File: config.mk
export PLATFORM = sky130hd
export DESIGN_NAME = mem_arbiter
export DESIGN_NICKNAME = d
export VERILOG_FILES = /design/src/rtl/riscv_defines.sv /design/src/rtl/mem_arbiter.sv
export SDC_FILE = /design/constraint.sdc
export NUM_CORES = 1
export LEC_CHECK = 0
export CAP_MARGIN = 10
export CORE_AREA = 4 4 105 107
export CTS_CLUSTER_SIZE = 20
export DETAILED_ROUTE_END_ITERATION = 10
export DIE_AREA = 0 0 109 111
export GPL_TIMING_DRIVEN = 0
export PLACE_DENSITY = 0.65
export SKIP_LAST_GASP = 1
export SLEW_MARGIN = 20
export SYNTH_ARGS = -nofsm -noshare
export SYNTH_HDL_FRONTEND = slang
export SYNTH_SLANG_ARGS = --single-unit
File: constraint.sdc
create_clock -name clk -period 3.2 [get_ports clk]
set_clock_uncertainty 0.1 [all_clocks]
set_input_delay 0.96 -clock clk [delete_from_list [all_inputs] [get_ports clk]]
set_output_delay 0.96 -clock clk [all_outputs]
set_load 0.01 [all_outputs]
File: src/rtl/riscv_defines.sv
// Shared definitions for the core's memory-side blocks:
// address width plus the memory arbiter's state and owner encodings.
package riscv_defines;

  localparam int RISCV_ADDR_WIDTH = 32;

  typedef enum logic {
    IDLE,
    WAIT_RESP
  } arb_state_e;

  typedef enum logic {
    OWN_IF,
    OWN_LSU
  } arb_owner_e;

endpackage

File: src/rtl/mem_arbiter.sv
// Arbitrates fetch (if_*) and LSU (lsu_*) onto one memory port (mem_*),
// one outstanding transaction, LSU priority bounded by MAX_LSU_STREAK.
module mem_arbiter
  import riscv_defines::*;
#(
  parameter int MAX_LSU_STREAK = 4
) (
  input  logic                        clk,
  input  logic                        rst_n,
  input  logic                        if_req_i,
  input  logic [RISCV_ADDR_WIDTH-1:0] if_addr_i,
  output logic                        if_gnt_o,
  output logic                        if_rvalid_o,
  output logic [31:0]                 if_rdata_o,
  input  logic                        lsu_req_i,
  input  logic                        lsu_we_i,
  input  logic [3:0]                  lsu_be_i,
  input  logic [RISCV_ADDR_WIDTH-1:0] lsu_addr_i,
  input  logic [31:0]                 lsu_wdata_i,
  output logic                        lsu_gnt_o,
  output logic                        lsu_rvalid_o,
  output logic [31:0]                 lsu_rdata_o,
  output logic                        mem_req_o,
  output logic                        mem_we_o,
  output logic [3:0]                  mem_be_o,
  output logic [RISCV_ADDR_WIDTH-1:0] mem_addr_o,
  output logic [31:0]                 mem_wdata_o,
  input  logic                        mem_gnt_i,
  input  logic                        mem_rvalid_i,
  input  logic [31:0]                 mem_rdata_i
);

  localparam int SW = $clog2(MAX_LSU_STREAK + 1);
  localparam logic [SW-1:0] SMAX = SW'(MAX_LSU_STREAK);

  arb_state_e state;
  arb_owner_e owner;
  arb_owner_e sticky_own;
  logic       sticky_vld;
  logic [SW-1:0] streak;

  arb_owner_e sel;
  logic       sel_req;
  logic       lsu_win;
  logic       gnt_ok;
  logic       rv;

  // LSU wins unless fetch has waited out a full streak.
  assign lsu_win = lsu_req_i && !(if_req_i && (streak == SMAX));

  always_comb begin
    sel     = OWN_IF;
    sel_req = 1'b0;
    unique case (1'b1)
      sticky_vld: begin
        // A held selection follows its own req; dropping it ends the hold.
        sel     = sticky_own;
        sel_req = (sticky_own == OWN_LSU) ? lsu_req_i : if_req_i;
      end
      (!sticky_vld && lsu_win): begin
        sel     = OWN_LSU;
        sel_req = 1'b1;
      end
      (!sticky_vld && !lsu_win && if_req_i): begin
        sel     = OWN_IF;
        sel_req = 1'b1;
      end
      default: ;
    endcase
  end

  assign mem_req_o   = rst_n && (state == IDLE) && sel_req;
  assign mem_addr_o  = (sel == OWN_LSU) ? lsu_addr_i : if_addr_i;
  assign mem_we_o    = (sel == OWN_LSU) ? lsu_we_i : 1'b0;
  assign mem_be_o    = (sel == OWN_LSU) ? lsu_be_i : 4'hF;
  assign mem_wdata_o = (sel == OWN_LSU) ? lsu_wdata_i : 32'h0;

  assign gnt_ok    = mem_req_o && mem_gnt_i;
  assign if_gnt_o  = gnt_ok && (sel == OWN_IF);
  assign lsu_gnt_o = gnt_ok && (sel == OWN_LSU);

  // Responses only count while a transaction is outstanding.
  assign rv           = rst_n && (state == WAIT_RESP) && mem_rvalid_i;
  assign if_rvalid_o  = rv && (owner == OWN_IF);
  assign lsu_rvalid_o = rv && (owner == OWN_LSU);
  assign if_rdata_o   = mem_rdata_i;
  assign lsu_rdata_o  = mem_rdata_i;

  always_ff @(posedge clk) begin
    if (!rst_n) begin
      state      <= IDLE;
      owner      <= OWN_IF;
      sticky_own <= OWN_IF;
      sticky_vld <= 1'b0;
      streak     <= '0;
    end else begin
      if (state == IDLE) begin
        if (mem_req_o) begin
          if (mem_gnt_i) begin
            owner      <= sel;
            sticky_vld <= 1'b0;
            state      <= WAIT_RESP;
          end else begin
            sticky_vld <= 1'b1;
            sticky_own <= sel;
          end
        end else begin
          sticky_vld <= 1'b0;
        end
      end else if (mem_rvalid_i) begin
        state <= IDLE;
      end

      if (!if_req_i || if_gnt_o) begin
        streak <= '0;
      end else if (lsu_gnt_o && (streak != SMAX)) begin
        streak <= streak + SW'(1);
      end
    end
  end

endmodule
[Word level (Yosys, flattened, before mapping)]
Cells that the tools add are included.
Widths: inputs -> output; s select.
Word-level totals
  register bits: 7
  bits in latches: 0
  memory bits (writable): 0
  ROM bits: 0
  bits of input ports: 139
  output and inout bits: 138
  memories: 0
Cells by class
  add/sub/neg operators: 1
  $mul: 0
  div/mod/pow operators: 0
  magnitude comparators: 0
  equality and inequality tests: 2
  shift operators: 0
  muxes and demuxes: 13
  bitwise operators: 5
  reduce and logical (&&, ||, !) cells: 24
Operators by type and width (number)
  $mux 32: 2
  $logic_and 1x1->1: 15
  $mux 1: 8
  $reduce_and 3->1: 2
  $not 1->1: 5
  $logic_not 1->1: 4
  $mux 4: 1
  $pmux 1 s2: 2
  $reduce_or 2->1: 2
  $add 3x1->3 const B: 1
  $eq 3x3->1 const B: 1
  $ne 3x3->1 const B: 1
  $logic_or 1x1->1: 1

[Longest topological paths before layout]
  depth after elaboration: 14
  mapped depth: 7
  gate-level depth less buffers: 6

[Worst setup path after synthesis]
No wires, ideal clock.
  path kind: input to output
  start: in lsu_req_i
  end: out mem_addr_o[12]
  arrival time: 1942 ps
  required time: 2140 ps
  path slack: 198 ps
  stages: 4
  path buffers: 1
  path through: mux2i_1 a31oi_4 buf_4 mux2_2
On the way
  word-level cells in the longest chain between the ends: 4
RTL lines
  from (decl): RTL line mem_arbiter.sv:15  | input logic lsu_req_i,
  $logic_and 1x1->1: RTL line mem_arbiter.sv:49  | assign lsu_win = lsu_req_i && !(if_req_i && (streak == SMAX));
  $logic_and 1x1->1: RTL line mem_arbiter.sv:60  | (!sticky_vld && lsu_win): begin
  $pmux 1 s2: RTL line mem_arbiter.sv:54  | unique case (1'b1)
  $mux 32: RTL line mem_arbiter.sv:73  | assign mem_addr_o = (sel == OWN_LSU) ? lsu_addr_i : if_addr_i;
  to (decl): RTL line mem_arbiter.sv:26  | output logic [RISCV_ADDR_WIDTH-1:0] mem_addr_o,
Every way passes these cells.

[Worst setup path in the final report]
  start: in lsu_req_i
  end: out mem_addr_o[18]
Same word-level chain as after synthesis.

==> summary.md <==
| Metric | Value |
|---|---|
| Max cap viols | `0` |
| Leading area contributor after synthesis | `buf_4` |
| Starting Density | `15.1%` |
| Placed insts | `570` |
| Async S/R FF share, synth | `0%` |
| R2R setup slack | `1.32 ns` |
| # rows | `37` |
| Final hold slack | `0.385 ns` |
| Lkg Pwr | `1.99 nW` |
| Most frequent cell on the critical path | `buf_12` |
| Crit-path leading delay family | `buffers and inverters` |
| DR vias/cell | `3.73` |
| CP arrival | `2.15 ns` |
| Post-Route WL | `9130 um` |
| Die area | `12100 sq um` |
| Routability cong. | `0.768` |
| Tcrit/Tclk final | `100%` |
| M3 GR Usage | `3.26%` |
| Netlist cell types | `29` |
| Number of diodes | `0` |
| Initial antenna violation count | `1` |
| Ports | `277` |
| Commonest non-fill, non-tap cell in the layout | `clkdlybuf4s50_1` |
| FF+latch count, synth | `7` |
| Mapped cell area | `1530 sq um` |
| Worst-path clk slew | `0.04 ns` |
| Post-synth EDFFs | `0` |
| Routed Antenna Nets | `0` |
| CTS buffer count | `3` |
| Detailed Routing Iterations Pass 1 | `4` |
| GR Util met1 | `13.5%` |
| YS warnings | `0` |
| H-tree level count | `1` |
| Failing checks | `negative setup slack` |
| Most frequent cells in the layout | `167 x clkdlybuf4s50_1, 70 x buf_4, 40 x dlygate4sd2_1` |
| Initial DRC count | `77` |
| Cell Area, Placed | `4150 sq um` |
| Port Buf Inserts | `244` |
| CP Buf/Inv Count | `5` |
| Final instance area | `4300 sq um` |
| Startpoint class of the critical path | `primary input` |
| TritonCTS sink count | `7` |
| Achievable clock frequency | `312 MHz` |
| Vias | `2172` |
| Post-route setup TNS | `-0.0151 ns` |
| Power Dens Cells | `199 nW/um^2` |
| Worst EP required | `2.14 ns` |
| # fillers | `994` |
| Worst Hold Class | `reg2reg` |
| Max-slew violations | `0` |
| Share of layout cells above drive strength 1 | `35.6%` |
| Final cell count without fillers | `583` |
| Detailed placer's ending HPWL | `7760 um` |
| Clk Latency, worst-skew pair | `0.22 ns` |
| Worst VDD drop | `0.118 mV` |
| Post-synthesis sequential area ratio | `9.14%` |
| RSZ-0062 raised after global routing | `true` |
| Final count of hold timing violations | `0` |
| Number of setup violations in the final report | `3` |
| Mean Syn Cell Area | `8.07 sq um` |
| Gate Count Post-Synth | `190` |
| Pin count of the biggest net entering global routing | `11` |
| Clock root buffer | `clkbuf_8` |
| CTS tree | `built` |
| # hold bufs at CTS | `0` |
| Setup ws final | `-0.00697 ns` |
| Tmin final | `3.21 ns` |
| Tot GR Track Use | `13.0%` |
| Nets | `589` |
| Congestion Overflow GR | `0` |
| CTS max path bufs | `2` |
| Worst stage delay on the critical path | `0.32 ns` |
| Die width | `109 um` |
| Top post-synthesis cells by area | `buf_4 32%, mux2_2 24%, and2_1 14%, dfxtp_1 9.1%, nand2_1 1.7%` |
| Worst-margin pin slew | `0.361 ns` |
| CP startpoint | `lsu_req_i` |
| Met2 GRT Util | `26.3%` |
| R2R depth | `9` |
| Top cell type's share of synthesized area | `31.8%` |
| Die H | `111 um` |
| Number of global-route vias before repair | `2291` |
| Crit Path Max Fanout | `6` |
| First-pass GRT wire length | `12400 um` |
| R2r endpoint | `streak[2]` |
| Total core area | `10100 sq um` |
| Critical path type | `in2out` |
| WL per Instance | `15.7 um` |
| Slowest stage cell, crit path | `mux2_2` |
| Synth-to-Final Area Change | `180%` |
| Grt peak-use layer | `met2` |
| Outcome | `finished with violations` |
| Most used DFF post-synth | `dfxtp_1` |
| WP depth | `8` |
| Worst reg2reg startpoint | `streak[0]` |
| CP endpoint | `mem_addr_o[18]` |
| Critical-path cell list | `buf_8 -> mux2i_4 -> a31oi_4 -> buf_12 -> buf_12 -> buf_16 -> mux2_2 -> buf_2` |
| Syn_nets | `331` |
| Crit. End Element | `output port` |
| Post-route DRC | `0` |
| Slew headroom | `75.9%` |
-- routing by layer --
layer / wire length (um) / share of wire, %
met5: 7 / 0.077
met4: 41 / 0.45
met3: 936 / 10
met2: 4930 / 54
met1: 3210 / 35
-- Yosys cell counts, drive strengths merged, types with 2 or more instances --
cell	instances
buf	68
and2	34
mux2	33
dfxtp	7
nand2	7
inv	6
nor2	5
nand2b	4
clkbuf	3
nand3	3
a31oi	2
ha	2
mux2i	2
nor3	2
o21ai	2
o31ai	2
-- timing repair --
| item | CTS | global route |
|---|---|---|
| resized for setup | 215 | 21 |
| pin swaps | 1 | 1 |
| cloned | 2 | 0 |
| buffers inserted | 7 | 1 |
| endpoints found under the setup margin | 74 | 67 |
-- registers in the layout, summed over array words and instances (netlist names) --
register / flops
sticky_own: 1
streak: 3
sticky_vld: 1
state: 1
owner: 1
-- per-stage QoR --
| step | worst slack (ns) | util [%] | total power [mW] |
|---|---|---|---|
| finish | -0.00697 | 42.4 | 0.855 |
| floorplan | 0.198 | - | 0.338 |
| global route | -0.0506 | 42.4 | 0.904 |
| global placement | -1.03 | 40.9 | 0.720 |
| CTS | -0.0550 | 42.1 | 0.863 |
| detailed placement | -1.02 | 40.9 | 0.722 |
-- worst register-to-register path: stages, from the launching register on --
cell and delay (ns):
dfxtp_1 0.33, inv_1 0.08, ha_2 0.20, and2_4 0.18
a31oi_4 0.22, buf_12 0.17, buf_12 0.13, buf_4 0.11
o21ai_2 0.05, a211oi_1 0.22
-- report_power, final --
part	switching, mW	internal (mW)
Clock	0.0371	0.0861
Combinational	0.213	0.422
Sequential	0.00508	0.0915
Total	0.255	0.599
-- cell families (layout without fill, tap and decap cells) --
group / after synthesis / after routing / share of synthesized area (%)
adder cells (fa/ha/maj): 2 / 2 / 1.63
multiplexers: 35 / 35 / 25.5
flip-flops: 7 / 7 / 9.14
AND/OR/NAND/NOR: 57 / 57 / 20.9
AO/OA/AOI/OAI: 12 / 12 / 6.77
buffers and inverters: 77 / 334 / 36.1
-- area by class of cell --
cell class | instances | area [sq um] | share of cell area (%)
Clock buffer | 4 | 45.0 | 1.05
Inverter | 6 | 22.5 | 0.524
Buffer | 70 | 546 | 12.7
Tap cell | 136 | 170 | 3.96
Sequential cell | 7 | 140 | 3.26
Timing Repair Buffer | 254 | 2460 | 57.3
Multi-Input combinational cell | 106 | 912 | 21.2
-- how the worst min path moves through the flow --
stage / to / startpoint / cells past startpoint / slack [ns]
global placement: owner / owner / 2 / 0.37
detailed placement: owner / owner / 2 / 0.37
floorplan: owner / owner / 2 / 0.35
CTS: owner / owner / 2 / 0.38
global route: owner / owner / 2 / 0.41
finish: owner / owner / 2 / 0.38
No activity file was read; power rests on OpenSTA's default activity.
